File: config.mk
export PLATFORM = sky130hd
export DESIGN_NAME = decoder_mem_arb
export DESIGN_NICKNAME = d
export VERILOG_FILES = /design/src/rtl/decoder_pkg.sv /design/src/rtl/decoder_tag_fifo.sv /design/src/rtl/decoder_mem_arb.sv
export SDC_FILE = /design/constraint.sdc
export NUM_CORES = 1
export LEC_CHECK = 0
export ABC_CLOCK_PERIOD_IN_PS = 2100
export CORE_AREA = 2 2 223 225
export DETAILED_ROUTE_END_ITERATION = 10
export DIE_AREA = 0 0 225 227
export GPL_ROUTABILITY_DRIVEN = 0
export SYNTH_ARGS = -nofsm -noshare
export SYNTH_HDL_FRONTEND = slang
export SYNTH_SLANG_ARGS = --single-unit
export TNS_END_PERCENT = 30
File: constraint.sdc
create_clock -name clk_i -period 2.1 [get_ports clk_i]
set_input_delay 0.21 -clock clk_i [delete_from_list [all_inputs] [get_ports clk_i]]
set_output_delay 0.21 -clock clk_i [all_outputs]
set_load 0.01 [all_outputs]
File: src/rtl/decoder_pkg.sv
// rtl/decoder_pkg.sv - shared requester indices and helpers for the decoder memory arbiter
package decoder_pkg;

  localparam int NUM_REQ = 3;
  localparam int TAG_W   = 2;

  localparam logic [TAG_W-1:0] BUF  = 2'd0;
  localparam logic [TAG_W-1:0] RAM0 = 2'd1;
  localparam logic [TAG_W-1:0] RAM1 = 2'd2;

  // Successor in the round-robin ring BUF -> RAM0 -> RAM1 -> BUF.
  function automatic logic [TAG_W-1:0] next_req(input logic [TAG_W-1:0] idx);
    return (idx == RAM1) ? BUF : idx + 2'd1;
  endfunction

endpackage

File: src/rtl/decoder_tag_fifo.sv
// rtl/decoder_tag_fifo.sv - in-order FIFO of requester tags for outstanding memory requests
module decoder_tag_fifo
  import decoder_pkg::*;
#(
  parameter int DEPTH = 4
) (
  input  logic             clk_i,
  input  logic             rst_i,
  input  logic             push_i,
  input  logic [TAG_W-1:0] push_tag_i,
  input  logic             pop_i,
  output logic [TAG_W-1:0] head_tag_o,
  output logic             full_o,
  output logic             empty_o
);

  localparam int PW = $clog2(DEPTH);
  localparam int CW = PW + 1;

  logic [TAG_W-1:0] mem_q [DEPTH];
  logic [PW-1:0]    wr_ptr_q;
  logic [PW-1:0]    rd_ptr_q;
  logic [CW-1:0]    count_q;
  logic             do_push;
  logic             do_pop;

  assign full_o     = (count_q == CW'(DEPTH));
  assign empty_o    = (count_q == '0);
  assign do_push    = push_i & ~full_o;
  assign do_pop     = pop_i & ~empty_o;
  assign head_tag_o = mem_q[rd_ptr_q];

  // DEPTH is a power of two, so the pointers wrap by plain overflow.
  always_ff @(posedge clk_i or posedge rst_i) begin
    if (rst_i) begin
      wr_ptr_q <= '0;
      rd_ptr_q <= '0;
      count_q  <= '0;
    end else begin
      if (do_push) wr_ptr_q <= wr_ptr_q + PW'(1);
      if (do_pop)  rd_ptr_q <= rd_ptr_q + PW'(1);
      case ({do_push, do_pop})
        2'b10:   count_q <= count_q + CW'(1);
        2'b01:   count_q <= count_q - CW'(1);
        default: count_q <= count_q;
      endcase
    end
  end

  always_ff @(posedge clk_i) begin
    if (do_push) mem_q[wr_ptr_q] <= push_tag_i;
  end

endmodule

File: src/rtl/decoder_mem_arb.sv
// rtl/decoder_mem_arb.sv - round-robin arbiter of three requesters onto one in-order memory port
module decoder_mem_arb
  import decoder_pkg::*;
#(
  parameter int ADDR_W = 32,
  parameter int DEPTH  = 4
) (
  input  logic                  clk_i,
  input  logic                  rst_i,
  input  logic [2:0]            up_req_valid_i,
  input  logic [3*ADDR_W-1:0]   up_req_addr_i,
  input  logic [3*8-1:0]        up_req_wmask_i,
  input  logic [3*64-1:0]       up_req_data_i,
  input  logic [2:0]            up_req_cmd_i,
  output logic [2:0]            up_req_ready_o,
  output logic [2:0]            up_rsp_valid_o,
  output logic [63:0]           up_rsp_data_o,
  output logic                  up_rsp_err_o,
  output logic                  mem_req_valid_o,
  output logic [ADDR_W-1:0]     mem_req_addr_o,
  output logic [7:0]            mem_req_wmask_o,
  output logic [63:0]           mem_req_data_o,
  output logic                  mem_req_cmd_o,
  input  logic                  mem_req_ready_i,
  input  logic                  mem_rsp_valid_i,
  input  logic [63:0]           mem_rsp_data_i,
  input  logic                  mem_rsp_err_i,
  output logic                  unexp_rsp_o
);

  logic [TAG_W-1:0]   rr_q;
  logic [TAG_W-1:0]   gnt_idx;
  logic [TAG_W-1:0]   scan;
  logic [TAG_W-1:0]   head_tag;
  logic [NUM_REQ-1:0] grant;
  logic               gnt_found;
  logic               fifo_full;
  logic               fifo_empty;
  logic               accept;
  logic               rsp_pop;

  always_comb begin
    grant     = '0;
    gnt_idx   = rr_q;
    gnt_found = 1'b0;
    scan      = rr_q;
    for (int k = 0; k < NUM_REQ; k++) begin
      if (!gnt_found && up_req_valid_i[scan]) begin
        gnt_found = 1'b1;
        gnt_idx   = scan;
      end
      scan = next_req(scan);
    end
    // A full tag FIFO blocks the grant outright, even when a response pops this cycle.
    if (gnt_found && !fifo_full && !rst_i) grant[gnt_idx] = 1'b1;
  end

  assign mem_req_valid_o = |grant;
  assign up_req_ready_o  = grant & {NUM_REQ{mem_req_ready_i}};
  assign accept          = mem_req_valid_o & mem_req_ready_i;

  always_comb begin
    mem_req_addr_o  = '0;
    mem_req_wmask_o = '0;
    mem_req_data_o  = '0;
    mem_req_cmd_o   = 1'b0;
    if (mem_req_valid_o) begin
      mem_req_addr_o  = up_req_addr_i[int'(gnt_idx)*ADDR_W +: ADDR_W];
      mem_req_wmask_o = up_req_wmask_i[int'(gnt_idx)*8 +: 8];
      mem_req_data_o  = up_req_data_i[int'(gnt_idx)*64 +: 64];
      mem_req_cmd_o   = up_req_cmd_i[gnt_idx];
    end
  end

  assign rsp_pop       = mem_rsp_valid_i & ~fifo_empty & ~rst_i;
  assign up_rsp_data_o = mem_rsp_data_i;
  assign up_rsp_err_o  = mem_rsp_err_i;

  always_comb begin
    up_rsp_valid_o = '0;
    if (rsp_pop) up_rsp_valid_o[head_tag] = 1'b1;
  end

  always_ff @(posedge clk_i or posedge rst_i) begin
    if (rst_i) begin
      rr_q        <= BUF;
      unexp_rsp_o <= 1'b0;
    end else begin
      if (accept) rr_q <= next_req(gnt_idx);
      if (mem_rsp_valid_i && fifo_empty) unexp_rsp_o <= 1'b1;
    end
  end

  decoder_tag_fifo #(
    .DEPTH(DEPTH)
  ) u_tag_fifo (
    .clk_i      (clk_i),
    .rst_i      (rst_i),
    .push_i     (accept),
    .push_tag_i (gnt_idx),
    .pop_i      (rsp_pop),
    .head_tag_o (head_tag),
    .full_o     (fifo_full),
    .empty_o    (fifo_empty)
  );

endmodule

==> impl_metrics.tcl <==
set metrics [dict create \
    status "finished, violations left" \
    violations "setup timing" \
    grt_overflow 0 \
    maxCapViolCount 0 \
    grt_max_degree 36 \
    cp.arrival_ns 2.25 \
    final_nets 1376 \
    startpoint_type "register" \
    p_per_area_nw_per_um2 958 \
    wire_per_inst_um 21.5 \
    reg2reg_from "rr_q[0]$_DFFE_PP0N_" \
    fin_crit_ns 2.46 \
    yosysTopAreaCellShare_pct 23.8 \
    r2r_setup_slack_ns -0.36 \
    worstSetupEndpointType "primary output" \
    place_hpwl_um 23800 \
    hold_slack_ns 0.420 \
    tritoncts "yes" \
    worstPathRequired_ns 1.89 \
    clkLatencyLatePin_ns 0.25 \
    grt_pass1_wl_um 45000 \
    combPwrFrac_pct 89.3 \
    path_cells "buf_6 -> a21bo_1 -> a221o_4 -> buf_4 -> bufbuf_16 -> buf_4 -> a21oi_1 -> buf_2" \
    drt_pass1_iterations 5 \
    synth_edf_count 8 \
    area_delta_synth_final_pct 169 \
    synthFlopType "dfrtp_1" \
    start_util_pct 7.96 \
    clk_pin_slew_worst_paths_ns 0.05 \
    reg2reg_to "u_tag_fifo.count_q[1]$_DFFE_PP0P_" \
    hold_violations 0 \
    place.port_buffers 434 \
    final.setup.tns_ns -26.79 \
    fmax_ghz 0.406 \
    htreeDepth 1 \
    yosys.area.top_type "a32oi_1" \
    rsz0062_at_grt "true" \
    antenna_found_initial 3 \
    ys_async_sr_fraction_pct 55.6 \
    grt_pass1_vias 6642 \
    cp_max_fo 7 \
    insertedDiodeCount 0 \
    layout_setup_ws_ns -0.361 \
    p_sw_share_pct 46.5 \
    skew_ns 0.00179 \
    cts.path.max_buffers 2 \
    post-route-util_pct 21.4 \
    place_inst 1560 \
    cts.sinks 18 \
    root_buffer "clkbuf_16" \
    max_slew_margin_pct 70.9 \
    design_area_um2 10400 \
    dpl_cell_area_um2 9200 \
    via_per_inst 4.12 \
    synth_area_leaders "a32oi_1 (24%), a21oi_1 (14%), o21ai_0 (14%)" \
    coreArea_um2 48500 \
    critPathMostFrequentCell "buf_4" \
    critPathCapture "mem_req_data_o[58]" \
    num_rows 81 \
    dieArea_um2 51100 \
    yosysSeqAreaShare_pct 12.7 \
    netlist_area_um2 3860 \
    internal-power_mw 5.33 \
    crit_path_start "rr_q[0]$_DFFE_PP0N_" \
    die_y_um 227 \
    p_sw_mw 4.64 \
    ys_types 38 \
    ys.warnings.count 0 \
    clockPowerShare_pct 4.3 \
    drc 0 \
    drtIter0Drc 345 \
    period_share_pct 117 \
    final_cell_count_no_fill 1604 \
    ys_top_cells_by_count "a21oi_1 (106), o21ai_0 (106), a32oi_1 (105)" \
    tightest_slew_ns 0.436 \
    syn_nets 938 \
    peakVddDrop_uv 458 \
    reg2reg_depth 11 \
    grt_usage_pct 12.0 \
    pin_count 565 \
    finalPower_mw 9.97 \
    postRouteAntennaNets 0 \
    pwr-share-seq_pct 6.4 \
    netlist_instances 545 \
    die_w_um 225 \
    drive_above_1_share_pct 37.9 \
    synth_seq_cells 18 \
    drv_slew 0 \
    synth_area_per_cell_um2 7.09 \
    dp_slack_ns -0.844 \
    vias 6613 \
    setup_viol 122 \
    hp-class "in -> out" \
    crit_type "reg -> out" \
    leakage_nw 3.83 \
    crit_path_max_incr_delay_ns 0.48 \
    critPathSlowestCell "dfrtp_2" \
    drt-total-wl_um 34500 \
    cts_made_buffers 3 \
]
[sequential cells by signal (all words and copies together) (netlist names)]
| name | cells |
|---|---|
| u_tag_fifo.rd_ptr_q | 2 |
| unexp_rsp_o | 1 |
| u_tag_fifo.mem_q | 8 |
| u_tag_fifo.count_q | 3 |
| u_tag_fifo.wr_ptr_q | 2 |
| rr_q | 2 |
[placed cells by master (no fill, tap or decap), types with 3 or more instances in the layout]
master	instances
clkdlybuf4s50_1	321
buf_4	69
buf_2	89
clkdlybuf4s15_2	4
dlygate4sd2_1	4
ha_1	4
o21ai_0	80
buf_12	24
nor2_1	9
a21oi_2	25
a32oi_4	10
edfxtp_1	8
buf_6	31
a21oi_1	78
clkbuf_2	10
a32oi_1	46
nand2_1	3
inv_1	7
buf_16	10
o21ai_1	22
xnor2_1	3
buf_8	3
nand2b_4	3
xor2_1	3
o21ai_2	6
clkbuf_16	3
a32oi_2	49
a21oi_4	3
dfrtp_1	8
bufbuf_16	5
and3_4	4
[cell families (layout without fill, tap and decap cells)]
kind of cell,count (synthesis),in the layout,share of synthesized area [%]
AO/OA/AOI/OAI,333,333,54.9
flip-flops,18,18,12.7
XOR/XNOR,6,6,1.36
adder cells (fa/ha/maj),6,6,2.14
AND/OR/NAND/NOR,31,31,4.47
multiplexers,4,4,1.81
buffers and inverters,147,584,22.6
[layer usage]
layer	GRT usage, %	part of all wire, %	wire, µm
met1	14.0	38	13100
met2	21.5	51	17700
met3	2.93	8.0	2760
met4	3.89	2.8	975
met5	0	0.075	26
[final cells by class]
cell class,count,area (µm²)
fillers,5361,38100
repair buffers,571,5630
multi-input cells,380,3370
well taps,622,778
flip-flops and latches,18,493
clock buffers,4,88.8
inverters,9,46.3
[worst min path at each step]
stage | cells past startpoint | to | slack, ns | start
2_1_floorplan | 1 | rr_q[0]$_DFFE_PP0N_ | 0.05 | rst_i
3_3_place_gp | 0 | up_rsp_data_o[15] | 0.42 | mem_rsp_data_i[15]
3_5_place_dp | 0 | up_rsp_data_o[15] | 0.42 | mem_rsp_data_i[15]
4_1_cts | 0 | up_rsp_data_o[15] | 0.42 | mem_rsp_data_i[15]
5_1_grt | 0 | up_rsp_data_o[54] | 0.42 | mem_rsp_data_i[54]
6_report | 0 | up_rsp_data_o[14] | 0.42 | mem_rsp_data_i[14]
[worst max-delay path, delay by kind of cell (launching register included)]
kind | cells | cell delay (ns)
buffers and inverters | 5 | 0.88
DFF | 1 | 0.48
AOI/OAI and AO/OA | 3 | 0.65
[what timing repair did]
item / CTS / global route
cloned: 13 / 0
pin swaps: 132 / 33
setup endpoints to repair: 123 / 124
hold buffers: 0 / 0
gates resized for setup: 519 / 109
setup buffers: 22 / 9
[power groups by stage]
stage | combinational [mW] | sequential [mW] | clock (mW)
floorplan | 3.07 | 0.593 | 0
global placement | 6.59 | 0.631 | 0
detailed placement | 6.67 | 0.637 | 0
CTS | 8.31 | 0.632 | 0.427
global route | 9.46 | 0.656 | 0.443
finish | 8.90 | 0.638 | 0.424
(Power assumes the default switching activity.)
